$ cat src/rtl/pipeline_bus_arbiter_if.sv
// Bus arbiter interface: requests from the pipeline/DMA, grants and
// qualifiers back. master = requester side, slave = arbiter side.
interface pipeline_bus_arbiter_if;
   logic       fetch_req;
   logic       exec_req;
   logic       dma_req;
   logic       fetch_grant;
   logic       exec_grant;
   logic       dma_grant;
   logic [1:0] bus_owner;
   logic       access_done;
   logic       fetch_suppress;
   logic       pipe_stall;
   logic       dma_starving;

   modport master (
      output fetch_req, exec_req, dma_req,
      input  fetch_grant, exec_grant, dma_grant, bus_owner,
      input  access_done, fetch_suppress, pipe_stall, dma_starving
   );

   modport slave (
      input  fetch_req, exec_req, dma_req,
      output fetch_grant, exec_grant, dma_grant, bus_owner,
      output access_done, fetch_suppress, pipe_stall, dma_starving
   );
endinterface

$ cat src/rtl/pipeline_bus_arbiter.sv
// Memory bus arbiter for fetch, execute and DMA with wait states,
// DMA bursts and starvation boost. Ports: clock_in, reset (sync, high), bus.
module pipeline_bus_arbiter #(
   parameter int WAIT_STATES   = 1,
   parameter int STARVE_LIMIT  = 8,
   parameter int DMA_BURST_MAX = 4
) (
   input logic                   clock_in,
   input logic                   reset,
   pipeline_bus_arbiter_if.slave bus
);
   typedef enum logic [1:0] {IDLE, ACCESS, DMA} state_t;

   localparam logic [3:0] WS = 4'(WAIT_STATES);
   localparam logic [3:0] BM = 4'(DMA_BURST_MAX);
   localparam logic [7:0] SL = 8'(STARVE_LIMIT);

   state_t     state_q, state_d;
   logic       exec_sel_q, exec_sel_d;
   logic [3:0] wait_q, wait_d;
   logic [3:0] burst_q, burst_d;
   logic [7:0] starve_q, starve_d;

   logic fg, eg, dg, done, arb, starving;
   logic others, burst_last, dma_ok;

   assign fg = (state_q == ACCESS) & ~exec_sel_q;
   assign eg = (state_q == ACCESS) & exec_sel_q;
   assign dg = (state_q == DMA);

   assign done     = (state_q != IDLE) & (wait_q == WS);
   assign arb      = (state_q == IDLE) | done;
   assign starving = (starve_q == SL);

   // A burst that has used its last slot yields to any pending
   // pipeline request in the same arbitration.
   assign others     = bus.exec_req | bus.fetch_req;
   assign burst_last = dg & ((burst_q + 4'd1) >= BM);
   assign dma_ok     = bus.dma_req & ~(burst_last & others);

   always_comb begin
      state_d    = state_q;
      exec_sel_d = exec_sel_q;
      burst_d    = burst_q;
      wait_d     = (state_q == IDLE) ? 4'd0 : wait_q + 4'd1;
      if (arb) begin
         wait_d  = 4'd0;
         burst_d = 4'd0;
         priority case (1'b1)
            dg && bus.dma_req && !burst_last: begin
               state_d = DMA;
               burst_d = burst_q + 4'd1;
            end
            starving && dma_ok: state_d = DMA;
            bus.exec_req: begin
               state_d    = ACCESS;
               exec_sel_d = 1'b1;
            end
            bus.fetch_req: begin
               state_d    = ACCESS;
               exec_sel_d = 1'b0;
            end
            dma_ok:  state_d = DMA;
            default: state_d = IDLE;
         endcase
      end
   end

   // Cleared on the same edge the DMA grant rises, so the starving flag
   // never overlaps the grant.
   always_comb begin
      starve_d = starve_q;
      if (!bus.dma_req || dg || state_d == DMA)
         starve_d = 8'd0;
      else if (!starving)
         starve_d = starve_q + 8'd1;
   end

   always_ff @(posedge clock_in) begin
      if (reset) begin
         state_q    <= IDLE;
         exec_sel_q <= 1'b0;
         wait_q     <= 4'd0;
         burst_q    <= 4'd0;
         starve_q   <= 8'd0;
      end else begin
         state_q    <= state_d;
         exec_sel_q <= exec_sel_d;
         wait_q     <= wait_d;
         burst_q    <= burst_d;
         starve_q   <= starve_d;
      end
   end

   assign bus.fetch_grant    = fg;
   assign bus.exec_grant     = eg;
   assign bus.dma_grant      = dg;
   assign bus.bus_owner      = {eg | dg, fg | dg};
   assign bus.access_done    = done;
   assign bus.dma_starving   = starving;
   assign bus.fetch_suppress = bus.fetch_req & ~(fg & done);
   assign bus.pipe_stall     = bus.exec_req & ~(eg & done);
endmodule

$ cat src/flat_wrapper.sv
// flat-port wrapper written by rule: the top's interface ports become plain ports
module pipeline_bus_arbiter_flat 
#(
   parameter int WAIT_STATES   = 1,
   parameter int STARVE_LIMIT  = 8,
   parameter int DMA_BURST_MAX = 4
)
  (clock_in, reset, bus_fetch_req, bus_exec_req, bus_dma_req, bus_fetch_grant, bus_exec_grant, bus_dma_grant, bus_bus_owner, bus_access_done, bus_fetch_suppress, bus_pipe_stall, bus_dma_starving);
  pipeline_bus_arbiter_if bus_i ();
  input logic clock_in;
  input logic reset;
  input wire logic [$bits(bus_i.fetch_req)-1:0] bus_fetch_req;
  input wire logic [$bits(bus_i.exec_req)-1:0] bus_exec_req;
  input wire logic [$bits(bus_i.dma_req)-1:0] bus_dma_req;
  output wire logic [$bits(bus_i.fetch_grant)-1:0] bus_fetch_grant;
  output wire logic [$bits(bus_i.exec_grant)-1:0] bus_exec_grant;
  output wire logic [$bits(bus_i.dma_grant)-1:0] bus_dma_grant;
  output wire logic [$bits(bus_i.bus_owner)-1:0] bus_bus_owner;
  output wire logic [$bits(bus_i.access_done)-1:0] bus_access_done;
  output wire logic [$bits(bus_i.fetch_suppress)-1:0] bus_fetch_suppress;
  output wire logic [$bits(bus_i.pipe_stall)-1:0] bus_pipe_stall;
  output wire logic [$bits(bus_i.dma_starving)-1:0] bus_dma_starving;
  assign bus_i.fetch_req = bus_fetch_req;
  assign bus_i.exec_req = bus_exec_req;
  assign bus_i.dma_req = bus_dma_req;
  assign bus_fetch_grant = bus_i.fetch_grant;
  assign bus_exec_grant = bus_i.exec_grant;
  assign bus_dma_grant = bus_i.dma_grant;
  assign bus_bus_owner = bus_i.bus_owner;
  assign bus_access_done = bus_i.access_done;
  assign bus_fetch_suppress = bus_i.fetch_suppress;
  assign bus_pipe_stall = bus_i.pipe_stall;
  assign bus_dma_starving = bus_i.dma_starving;
  pipeline_bus_arbiter #(.WAIT_STATES(WAIT_STATES), .STARVE_LIMIT(STARVE_LIMIT), .DMA_BURST_MAX(DMA_BURST_MAX)) u_core (.clock_in(clock_in), .reset(reset), .bus(bus_i));
endmodule
$ cat config.mk
export PLATFORM = sky130hd
export DESIGN_NAME = pipeline_bus_arbiter_flat
export DESIGN_NICKNAME = d
export VERILOG_FILES = /design/src/rtl/pipeline_bus_arbiter_if.sv /design/src/rtl/pipeline_bus_arbiter.sv /design/src/flat_wrapper.sv
export SDC_FILE = /design/constraint.sdc
export NUM_CORES = 1
export LEC_CHECK = 0
export ABC_AREA = 1
export CORE_UTILIZATION = 40
export CTS_CLUSTER_DIAMETER = 80
export DETAILED_ROUTE_END_ITERATION = 16
export PLACE_DENSITY = 0.6
export SYNTH_ARGS = -nofsm -noshare
export SYNTH_HDL_FRONTEND = slang
export SYNTH_SLANG_ARGS = --single-unit
$ cat constraint.sdc
create_clock -name clock_in -period 1.6 [get_ports clock_in]
set_input_delay 0.4 -clock clock_in [delete_from_list [all_inputs] [get_ports clock_in]]
set_output_delay 0.4 -clock clock_in [all_outputs]
set_load 0.02 [all_outputs]
==> run metrics <==
vias in the first global route 889; multiplexer area fraction after synthesis 0; Syn Nets 142; post-synthesis sequential area ratio 0.3636; Yosys warning total 0; Chip Height 53.14 µm; Tmin final 1.806 ns; RR Startpoint u_core.burst_q[0]$_SDFFE_PP0N_; simple-gate share of the synthesized area 0.3732; total global-route track usage 0.1783; met1 usage 0.1848; antenna cells 0; RSZ-0062 raised after global routing true; min-delay worst type reg2reg; Worst R2R End u_core.starve_q[1]$_SDFFE_PP0N_; DR DRC count 0; nets@finish 195; Lkg Pwr 0.0007237 µW; Min Hold Slack 0.4733 ns; antenna-violating nets left 0; CP Data Arrival Time 1.41 ns; vias per inst 4.533; initial antenna violation count 0; largest net degree at the start of global routing 12; main combinational cell family by area after synthesis simple AND/OR/NAND/NOR gates; Sequential Area 399.1 µm²; Mapped Avg Cell Area 7.924 µm²; Worst-path clk slew 0.11 ns; R2R depth 13; outcome complete, but fails checks; GR Util met3 0.03736; crit path capture type primary output; Hold EP u_core.burst_q[3]$_SDFFE_PP0N_; global route overflow 0; Routed wire per std cell 11.19 µm; CTS Buffer Depth 2; Pwr Density 691.2 mW/mm²; clk sinks 19; Final Hold Viols 0; filler instances 221; Top Ports 14; first-pass GRT wire length 3.560 mm; Synth Cell Area 0.001046 mm²; worst-margin pin slew 0.2886 ns; critical path fanouts, max 4; fin crit share 1.129; Synth Area in Compound Gates 0.06100; Mapped Cells 132; clk_lat worst skew 0.30 ns; Die W 53.14 µm; FMAX 553.7 MHz; Core Area 0.002477 mm²; clk_skew 0.004088 ns; Root Driver clkbuf_4; Startpoint Class register; Post-DP HPWL 1.735 mm; Row Count 18; final setup margin -0.2062 ns; max-cap viol count 0; post-placement cell area 0.001421 mm²; adder-cell area share of the yosys netlist 0.05981; DR pass1 iterations 4; met2 GRT Util 0.3312; H-tree level count 1; Final setup viols 5; Post-Layout Cell Count 214; full die area 0.002823 mm²; Post-Route WL 2.395 mm; CTS tree yes; GPL Wtd Cong 0.8225; Place WS -0.4857 ns; HP Start u_core.burst_q[3]$_SDFFE_PP0N_; Starting Density 0.4222; Seq cells post-synth 19; area share of xor/xnor cells in the synthesized design 0.06699; kind of critical path reg2out; Reg2Reg Setup Slack 0.01 ns; Netlist cell types 25; TritonCTS Buffers 3; Final Max Slew Viols 0; maximum vdd ir drop 612.5 µV; post-route cell area 0.001607 mm²; placed insts 202; DRT iter0 DRCs 5; vias 970; area grow syn2layout 53.59%; grt peak-use layer met2; share of cells above drive strength 1 0.5380; CP required 1.20 ns; area of the multi-input gates 689.4 µm²; failing checks setup timing; Buffers on Ports 13; Slew HR 0.8070; Hold Path Cell Cnt 2
## per-stage QoR
stage / setup TNS (ns) / utilization / total power, µW
after floorplan: 0 / - / 684.1
after global placement: -4.324 / 0.5737 / 813.8
after detailed placement: -5.050 / 0.5737 / 821.7
after CTS: -0.5740 / 0.6106 / 1097
after global routing: -1.307 / 0.6485 / 1179
final: -0.4490 / 0.6485 / 1111
## repair_timing
action,CTS,global route
setup endpoints to repair,17,15
hold buffers,0,0
gates resized for setup,62,21
buffers inserted,6,5
endpoints found under the hold margin,0,0
pin swaps,4,6
## sequential cells by signal, summed over array words and instances, names as in the netlist
| signal | count |
|---|---|
| u_core.burst_q | 4 |
| u_core.exec_sel_q | 1 |
| u_core.starve_q | 8 |
| u_core.state_q | 2 |
| u_core.wait_q | 4 |
## power by group
part           switching (µW)  leakage, µW  internal [µW]  total, µW
clock network             150    0.0000177           93.1        243
registers                23.3     0.000159            493        517
logic                     181     0.000547            170        351
## cells by family after synthesis
logic type                 Yosys count
AOI/OAI and AO/OA                   11
and+or+nand+nor                     68
xor gates and xnor gates             8
buffers and inverters               21
adders and majority gates            5
DFF                                 19
## how the worst max path moves through the flow
stage	startpoint	end	slack, ns	cells after the start
after floorplan	u_core.wait_q[1]$_SDFF_PP0_	bus_fetch_suppress	0.01	4
after global placement	bus_exec_req	bus_pipe_stall	-0.46	3
after detailed placement	bus_exec_req	bus_pipe_stall	-0.49	3
after CTS	u_core.wait_q[1]$_SDFF_PP0_	bus_access_done	-0.21	6
after global routing	u_core.wait_q[1]$_SDFF_PP0_	bus_access_done	-0.27	6
final	u_core.wait_q[1]$_SDFF_PP0_	bus_access_done	-0.21	6
## cell type report
| class | count | area share |
|---|---|---|
| inverters | 21 | 0.05062 |
| multi-input cells | 92 | 0.4291 |
| clock inverters | 1 | 0.003115 |
| repair buffers | 48 | 0.2313 |
| flip-flops and latches | 19 | 0.2484 |
| well taps | 30 | 0.02336 |
| clock buffers | 3 | 0.01402 |
## synthesized netlist by cell type, drive strengths merged
library cell / count / area [µm²]
nor2: 25 / 118.9
nand2: 22 / 121.4
inv: 21 / 78.82
dfxtp: 19 / 380.4
nand3: 9 / 50.05
a21oi: 7 / 38.79
xor2: 6 / 52.55
ha: 5 / 62.56
nor3: 5 / 36.29
nand4: 4 / 31.28
a21boi: 2 / 15.01
o21ai: 2 / 10.01
xnor2: 2 / 17.52
nand3b: 1 / 7.510
nor3b: 1 / 18.77
or2: 1 / 6.260
## layout by cell type, fill, tap and decap left out
master | Yosys | final
inv_4 | 0 | 1
nand3_1 | 8 | 6
a21boi_0 | 2 | 2
clkbuf_4 | 0 | 3
ha_4 | 0 | 2
buf_4 | 0 | 37
or2_4 | 0 | 1
inv_2 | 3 | 6
xor2_1 | 6 | 6
a21oi_4 | 0 | 1
xnor2_1 | 2 | 2
nand3_2 | 1 | 3
nor3_4 | 1 | 2
nand4_4 | 0 | 1
a21oi_1 | 6 | 6
nand4_1 | 3 | 3
buf_2 | 0 | 4
nand2_8 | 1 | 1
clkinv_2 | 0 | 1
dfxtp_2 | 0 | 6
ha_2 | 0 | 1
ha_1 | 5 | 2
inv_1 | 18 | 14
nor2_4 | 0 | 3
o21ai_0 | 2 | 2
nor3_1 | 4 | 2
dfxtp_1 | 19 | 10
nor2_2 | 10 | 9
nand2_1 | 14 | 12
nand2_2 | 6 | 7
nor3b_4 | 1 | 1
nor2_1 | 15 | 13
nand2_4 | 1 | 2
nand3b_1 | 1 | 1
buf_6 | 0 | 3
dfxtp_4 | 0 | 3
clkdlybuf4s50_1 | 0 | 4
nor3_2 | 0 | 1
## critical path, stage by stage (launching register included)
cell	delay [ns]
dfxtp_2	0.34
inv_2	0.05
ha_4	0.11
nor3b_4	0.23
inv_1	0.08
a21oi_1	0.14
buf_4	0.16
## layer usage
| layer | vias up | wire length, µm |
|---|---|---|
| li1 | 522 | - |
| met1 | 421 | 969 |
| met2 | 19 | 1262 |
| met3 | 8 | 94 |
| met4 | 0 | 68 |
| met5 | - | 0 |
Note: power is estimated with default switching activity, not from simulation.
